### src/rtl/muxreg_pipe.sv
// Register pipeline with a runtime-selectable output tap: stages=0 bypasses,
// otherwise the output is taken from register stage min(stages, DEPTH).
module muxreg_pipe #(
  parameter int WIDTH = 18,
  parameter int DEPTH = 4,
  parameter int SW    = 4
) (
  input  logic             clk,
  input  logic             reset,
  input  logic             clk_en,
  input  logic             flush,
  input  logic [SW-1:0]    stages,
  input  logic [WIDTH-1:0] in,
  input  logic             in_valid,
  output logic [WIDTH-1:0] q,
  output logic             out_valid,
  output logic             busy
);

  localparam logic [SW-1:0] DEPTH_SEL = SW'(DEPTH);

  logic [WIDTH-1:0] data_reg [1:DEPTH];
  logic [DEPTH:1]   valid_reg;

  // Tap 0 is the live input; tap k is register stage k.
  logic [WIDTH-1:0] tap_data [0:DEPTH];
  logic [DEPTH:0]   tap_valid;
  logic [DEPTH:1]   in_window;
  logic [SW-1:0]    sel;

  assign sel          = (stages > DEPTH_SEL) ? DEPTH_SEL : stages;
  assign tap_data[0]  = in;
  assign tap_valid[0] = in_valid;

  genvar gi;
  generate
    for (gi = 1; gi <= DEPTH; gi++) begin : g_tap
      assign tap_data[gi]  = data_reg[gi];
      assign tap_valid[gi] = valid_reg[gi];
      assign in_window[gi] = (SW'(gi) <= sel);
    end
  endgenerate

  // Every stage shifts regardless of the tap, so deeper stages keep older data.
  always_ff @(posedge clk) begin
    if (reset) begin
      for (int k = 1; k <= DEPTH; k++) begin
        data_reg[k] <= '0;
      end
      valid_reg <= '0;
    end else if (flush) begin
      valid_reg <= '0;
    end else if (clk_en) begin
      for (int k = 1; k <= DEPTH; k++) begin
        data_reg[k]  <= tap_data[k-1];
        valid_reg[k] <= tap_valid[k-1];
      end
    end
  end

  always_comb begin
    q         = in;
    out_valid = in_valid;
    for (int k = 0; k <= DEPTH; k++) begin
      if (sel == SW'(k)) begin
        q         = tap_data[k];
        out_valid = tap_valid[k];
      end
    end
  end

  assign busy = |(valid_reg & in_window);

endmodule

### config.mk
export PLATFORM = sky130hd
export DESIGN_NAME = muxreg_pipe
export DESIGN_NICKNAME = d
export VERILOG_FILES = /design/src/rtl/muxreg_pipe.sv
export SDC_FILE = /design/constraint.sdc
export NUM_CORES = 1
export LEC_CHECK = 0
export CAP_MARGIN = 10
export CORE_AREA = 2 2 59 102
export DETAILED_ROUTE_END_ITERATION = 8
export DIE_AREA = 0 0 61 104
export DONT_BUFFER_PORTS = 1
export PLACE_DENSITY = 0.87
export SYNTH_ARGS = -nofsm -noshare
export SYNTH_HDL_FRONTEND = slang
export SYNTH_SLANG_ARGS = --single-unit
### constraint.sdc
create_clock -name clk -period 7.9 [get_ports clk]
set_clock_uncertainty 0.05 [all_clocks]
set_input_delay 1.185 -clock clk [delete_from_list [all_inputs] [get_ports clk]]
set_output_delay 1.185 -clock clk [all_outputs]
set_load 0.01 [all_outputs]
==> results of run 1 <==
## per-layer routing
layer / vias up / wire length [um] / global-route usage (%)
met4: 0 / 155 / 11.2
met1: 1000 / 2710 / 30.4
met2: 48 / 3240 / 33.8
li1: 949 / - / -
met5: - / 0 / 0
met3: 13 / 210 / 4.60
## area by class of cell
class                      instances  share of cell area (%)
inverter                           1                  0.0972
tap                               76                    2.46
multi-input combinational        166                    33.1
clock inverter                     6                    2.66
sequential                        76                    58.0
clock buffer                      10                    3.30
timing repair buffer               2                   0.389
## per-stage QoR
step	hold WS, ns	total power, mW	instance area, um^2	setup WS [ns]	utilization (%)
2_1_floorplan	0.444	0.539	3640	4.59	-
3_3_place_gp	0.469	0.543	3630	4.24	65.6
3_5_place_dp	0.475	0.546	3630	4.18	65.6
4_1_cts	0.508	0.885	3860	4.17	69.7
5_1_grt	0.524	0.909	3860	4.10	69.7
6_report	0.504	0.880	3860	4.18	69.7
## how the worst max path moves through the flow
stage,startpoint,slack (ns),end,cells past startpoint
final,stages[1],4.18,q[2],2
after global routing,stages[3],4.10,busy,3
after CTS,stages[1],4.17,q[16],2
after detailed placement,stages[1],4.18,q[16],2
after global placement,stages[1],4.24,q[16],2
after floorplan,clk_en,4.59,data_reg[0][18],2
## power by group through the flow
stage          sequential [mW]  combinational [mW]  clock [mW]
3_3_place_gp             0.485              0.0577           0
2_1_floorplan            0.483              0.0562           0
4_1_cts                  0.478              0.0599       0.347
3_5_place_dp             0.487              0.0598           0
5_1_grt                  0.481              0.0643       0.364
6_report                 0.478              0.0588       0.343
## cells in the mapped netlist
library cell,n,area [um^2]
mux2i_1,40,400
buf_12,1,20.0
or3_1,1,6.26
inv_1,1,3.75
a32oi_1,1,8.76
o21a_1,1,7.51
nor3_1,4,20.0
mux4_1,1,26.3
o221ai_2,10,150
nor2_1,2,7.51
or2_2,1,6.26
edfxtp_1,72,2160
nand2_2,1,6.26
and2_1,72,450
o21ai_0,3,15.0
nand2_1,18,67.6
a21o_1,2,15.0
buf_4,3,22.5
buf_6,2,22.5
buf_2,4,20.0
dfxtp_1,4,80.1
o221ai_1,8,70.1
nor3b_4,1,18.8
clkbuf_2,7,35.0
## cells by family (layout without fill, tap and decap cells)
| logic type | count (synthesis) | in the layout | share of synthesized area (%) |
|---|---|---|---|
| multiplexers | 41 | 41 | 11.7 |
| AO/OA/AOI/OAI | 25 | 25 | 7.32 |
| buffers and inverters | 18 | 19 | 3.40 |
| AND/OR/NAND/NOR | 100 | 100 | 16.0 |
| flip-flops | 76 | 76 | 61.6 |
==> out/summary.md, run 1 <==
Combinational logic burns 6.7% of the power. The count of nets after finishing came out at 283. Root buffer cell: clkbuf_8.

The run gives 9 as the number of clock buffers inserted by TritonCTS. TritonCTS built the clock tree. For the total of max-cap violations, the log shows 0.

After synthesis, the netlist uses 24 different library cells. The tools report the critical path capture point type as a primary output. In the synthesized netlist, the number of instances is 260. The die outline height is 104 um, and the final-report setup violation count is 0. The run finished with clean final reports. For this run, the detailed router's first-pass iteration total came to 6. The smallest clock period supported by the final layout is computed as 3.72 ns. The placed wire-length estimate after detailed placement is 3.95 mm, and the summed instance area of the synthesized netlist is 3640 um^2. The worst setup path is launched from a primary input. The run gives 0 as the residual overflow from global routing.

The global-route usage over all layers was 22.4%. For the maximum clock path buffer count, the log shows 2. The logs give 0 for the count of cells resized by post-cts repair and 1.49 nW for the leakage dissipation. For the clock insertion delay at the later pin of the skew report, the log shows 0.34 ns. Counting every sink on the clock net gives 76. The post-synthesis average cell area works out to 14.0 um^2. After detailed routing, the average wire length per cell comes to 18.8 um. At the end of routability-driven placement, the weighted congestion stood at 0.740.

The sum of routed wire length over all layers was 6.32 mm. Leaving out fill and tap cells, the most frequent cells in the layout are and2_1, edfxtp_1, mux2i_1. The startpoint identified for the worst register-to-register timing path is data_reg[0][34].

The via count of the routed design was 2010. In this run the tool buffered the top-level ports with 0 buffer cells. The internal power of the cells totals 697 uW. Counting flops and latches in the post-synthesis netlist gives 76.

Setup repair after global routing left no endpoint under its margin. The share of post-route cells with drive strength above 1 was 11.1%. The kind of cell with the highest combined delay along the critical path is simple AND/OR/NAND/NOR gates.

The tools report the via count of the first global-routing pass as 2054. At the pin with the least slew margin, the transition time is 0.988 ns. The cell depth of the worst min-delay path was 1; the sequential share of power was 54.3%. The run gives 287 as the synthesized netlist net count. Counting the fill cells in the layout gives 389. The part of the cycle the worst path needs was 47.1%; the count of inserted antenna diode cells was 0.

The die area is 6340 um^2. Of the total power, the clock network draws 39.0%. The area growth from synthesis to layout is 6.08%, and the clock slew seen by the registers of the worst setup and hold paths is 0.07 ns.

The register with the most flip-flops in the layout has 72 of them. The sequential cell area was 2240 um^2; the Yosys warning count was 0. The tools report the destination of the worst hold path as data_reg[0][82].

Traced cell by cell, the critical path runs through or3_1 > o221ai_1. The first global-routing pass estimated 10.3 mm of wire. Largest incremental delay on the critical path: 0.77 ns. STA puts the critical path data required time at 6.66 ns.

The switching power as a share of total power came out at 20.8%. Buffers inserted to repair hold after CTS numbered 0. Across the VDD grid, the largest voltage drop is 194 uV. The tools report the floorplan core area as 5540 um^2. In this run the count of I/O pins placed on the die edge is 47. For the worst slew margin relative to its limit, the log shows 34.1%. The logs give 65.7% for the effective utilization at floorplan and 61.6% for the sequential area share after synthesis.

Summed over all nets, the switching power comes to 183 uW. The reg2reg setup slack was 7.04 ns; the number of cells traversed by the worst register-to-register path was 1. The number of placement rows was 36. For this design the ratio of total power to cell area is 228 nW/um^2. Together, buffers and inverters on the worst path number 0. The run gives 3 as the number of H-tree levels.

The type of the worst min-delay path is flop to flop. Max-slew violation count: 0. The count of cells in the finished layout, fillers not included, comes to 337. The iteration-0 DRC count of the detailed router was 83. Entering global routing, the biggest net connects 73 pins.

After detailed placement, the design holds a cell count of 321. The per-cell via count in the routed design is 5.96, and the x dimension of the die is 61 um. Summing all multi-input logic gate instances after layout gives 1280 um^2. For this run, design rule violations remaining after detail routing come to 0. The tools report the maximum clock rate as 0.269 GHz.

In this run the most critical hold path is launched from data_reg[0][64]. The initial antenna violation count came out at 0. In this run the critical register-to-register path is captured at data_reg[0][52]. The largest fanout on the critical path was 19; the number of buffers inserted by post-CTS setup repair was 0.

The library cell contributing the largest single delay on the critical path was or3_1. The remaining antenna violation count came out at 0. The critical path is of the primary input to primary output type.

The run gives 0 as the hold violation total from the final report. The critical path data arrival time was 2.49 ns. Summed over all failing endpoints, the final setup total negative slack is 0 ns.
Power figures use the tool's default switching activity.
==> run 2: changes to the inputs <==
- CORE_AREA: 2 2 59 102 -> 2 2 64 111
- DIE_AREA: 0 0 61 104 -> 0 0 66 113
- PLACE_DENSITY: 0.87 -> 0.79
- clock period: 7.9 -> 3 ns (I/O delays scaled with it)
==> run 2 against run 1 <==
  * Clock-buffer cell count is the same
  * Non-clock buffer count is the same
  * Clock power grew to 3.0 times the previous value
  * Cell count grew 1.8%
  * Combinational power grew to 2.7 times the previous value
  * Sequential share of layout area shrank 1.3 points
  * First-iteration DRC count grew 48%
  * Routed wire length grew 2.7%
  * Critical path type unchanged
  * Sequential power grew to 2.6 times the previous value
  * Core utilization shrank 9.3 points
  * Worst hold slack lost 0.36 ns
  * Register-to-register slack lost 4.9 ns
==> out/summary.md, run 2 (synthesized netlist as in run 1, its figures left out) <==
The worst slew margin relative to its limit is 36.0% (+1.9 points), and the pin slew with the least headroom to its limit is 0.960 ns (-0.0282 ns). The count of nets after finishing was 283 (unchanged); the final critical-path required period was 2.19 ns. The run gives 327 (+1.9%) as the placed cell count. The critical path is of the primary input to primary output type. Setup repair after global routing left no endpoint under its margin.

The per-cell via count in the routed design works out to 5.79 (-2.9%). The max-slew violation count came out at 0 (unchanged). The sequential cell area was 2240 um^2 (unchanged); the share of post-route cells with drive strength above 1 was 11.1% (unchanged).

The run gives 19.1% (-3.3 points) as the global-route usage over all layers. The run gives 1.69 ns (-0.80 ns) as the critical path data arrival time. Startpoint type of the worst setup path: a primary input. The initial antenna violation count was 0 (unchanged). The worst vdd rail ir drop was 533 uV (+170%); the final total power was 2.45 mW (+180%).

For this run, the top clock speed supported by timing is 0.457 GHz. The number of sinks handled by clock tree synthesis was 76 (unchanged); the final sum of negative setup slack was 0 ns (unchanged). For the number of remaining DRC errors, the log shows 0 (unchanged).

For the via count of the first global-routing pass, the log shows 2073 (+0.93%). The run gives 0 (unchanged) as the remaining antenna violation count. The x dimension of the die works out to 66 um (+8.2%). The run gives 3.97 mm (+0.46%) as the placed wire-length estimate after detailed placement. The leakage dissipation is 1.52 nW (+2.0%).

The first-pass GRT wire length is 10.5 mm (+2.1%), and the number of placement rows is 39 (+8.3%). The tightest min-delay check is of the primary input to flop type. The count of inserted antenna diode cells was 0 (unchanged). The number of buffer cells added on primary ports is 0 (unchanged), and the die outline height is 113 um (+8.7%). The logs give 0.785 (+6.0%) for the final weighted congestion in routability-driven placement and 47 (unchanged) for the number of I/O pins. For the hold violation total from the final report, the log shows 0 (unchanged). The root buffer cell chosen for the clock tree is clkbuf_16. The post-detailed-route wirelength per cell was 18.9 um (+0.91%); the total of max-cap violations was 0 (unchanged). Residual overflow from global routing: 0 (unchanged).

After layout, the worst path uses 72.9% of the clock period. The area of the multi-input gates is 1280 um^2 (unchanged). The logs give 45 (-38%) for the largest net degree at the start of global routing and 1987 (-1.1%) for the via count of the routed design. Final hold slack: 0.143 ns (-0.361 ns). From synthesis to final layout, the design area changed by 8.45%. The total of hold buffers inserted after clock tree synthesis is 0 (unchanged), and the clock slew seen by the registers of the worst setup and hold paths is 0.05 ns (-0.02 ns).

The critical path required time was 2.50 ns (-4.16 ns); the number of iterations in the first detailed-routing pass was 4 (-2). The logs give 0 (unchanged) for the count of cells resized by post-cts repair and 3 (unchanged) for the number of H-tree levels. The power density normalized to cell area was 620 nW/um^2 (+170%); the maximum clock path buffer count was 2 (unchanged). TritonCTS built the clock tree. The iteration-0 DRC count of the detailed router came out at 123 (+48%). For the number of buffers inserted by post-CTS setup repair, the log shows 0 (unchanged). The floorplan core area is 6540 um^2 (+18%), and the die area is 7460 um^2 (+18%). The cell depth of the worst min-delay path is 1 (unchanged).

Final-report setup violation count: 0 (unchanged). In the layout the commonest cells are and2_1, edfxtp_1, mux2i_1. The number of flip-flops under the largest register name was 72 (unchanged); the number of clock buffers inserted by TritonCTS was 9 (unchanged).

The number of cells traversed by the worst register-to-register path was 1 (unchanged); the sum of routed wire length over all layers was 6.49 mm (+2.7%). The flow ran to the end, and the final reports show no timing, DRC or antenna violations. The logs give 539 (+39%) for the fill cell total of the finished layout and 60.4% (-9.3 points) for the core utilization of the finished layout.

STA classifies the critical path endpoint as a primary output. The final standard cell count with taps included and fillers excluded came out at 343 (+1.8%). The effective utilization at floorplan is 55.7% (-10 points), and the clock insertion delay at the later pin of the skew report is 0.33 ns (about the same).

The largest fanout on the critical path is 19 (unchanged).
## run 2: metrics by stage
stage               worst slack (ns)  cell area (um^2)
floorplan                      0.425              3640
global placement               0.776              3670
detailed placement             0.759              3670
CTS                            0.759              3950
global route                   0.701              3950
finish                         0.812              3950
## run 2: cell type report
type | instances | area share [%]
Clock inverter | 6 | 1.39
Clock buffer | 10 | 5.80
Sequential cell | 76 | 56.8
Multi-Input combinational cell | 166 | 32.3
Timing Repair Buffer | 2 | 1.01
Inverter | 1 | 0.0950
Tap cell | 82 | 2.60
## run 2: metal layers
metal	global-route usage (%)	part of all wire (%)	up-vias
met1	24.8	44	990
met3	5.67	3.3	10
li1	-	-	953
met4	8.03	1.6	0
met2	29.8	51	34
met5	0	0	-
## run 2: critical path, stage by stage
cell     delay [ns]
or3_1          0.72
o21ai_0        0.20
a32oi_1        0.32
## run 2: path summary, 6_finish.rpt
kind | startpoint | end | slack [ns]
hold reg to reg | valid_reg[4] | valid_reg[4] | 0.48
setup reg to reg | data_reg[0][34] | data_reg[0][52] | 2.13
hold / removal | reset | valid_reg[3] | 0.14
setup / recovery | stages[3] | busy | 0.81
## run 2: power breakdown
part           internal, mW  total, mW  switching, mW
registers              1.23       1.26         0.0275
clock network         0.635       1.03          0.396
logic                0.0633      0.159         0.0960
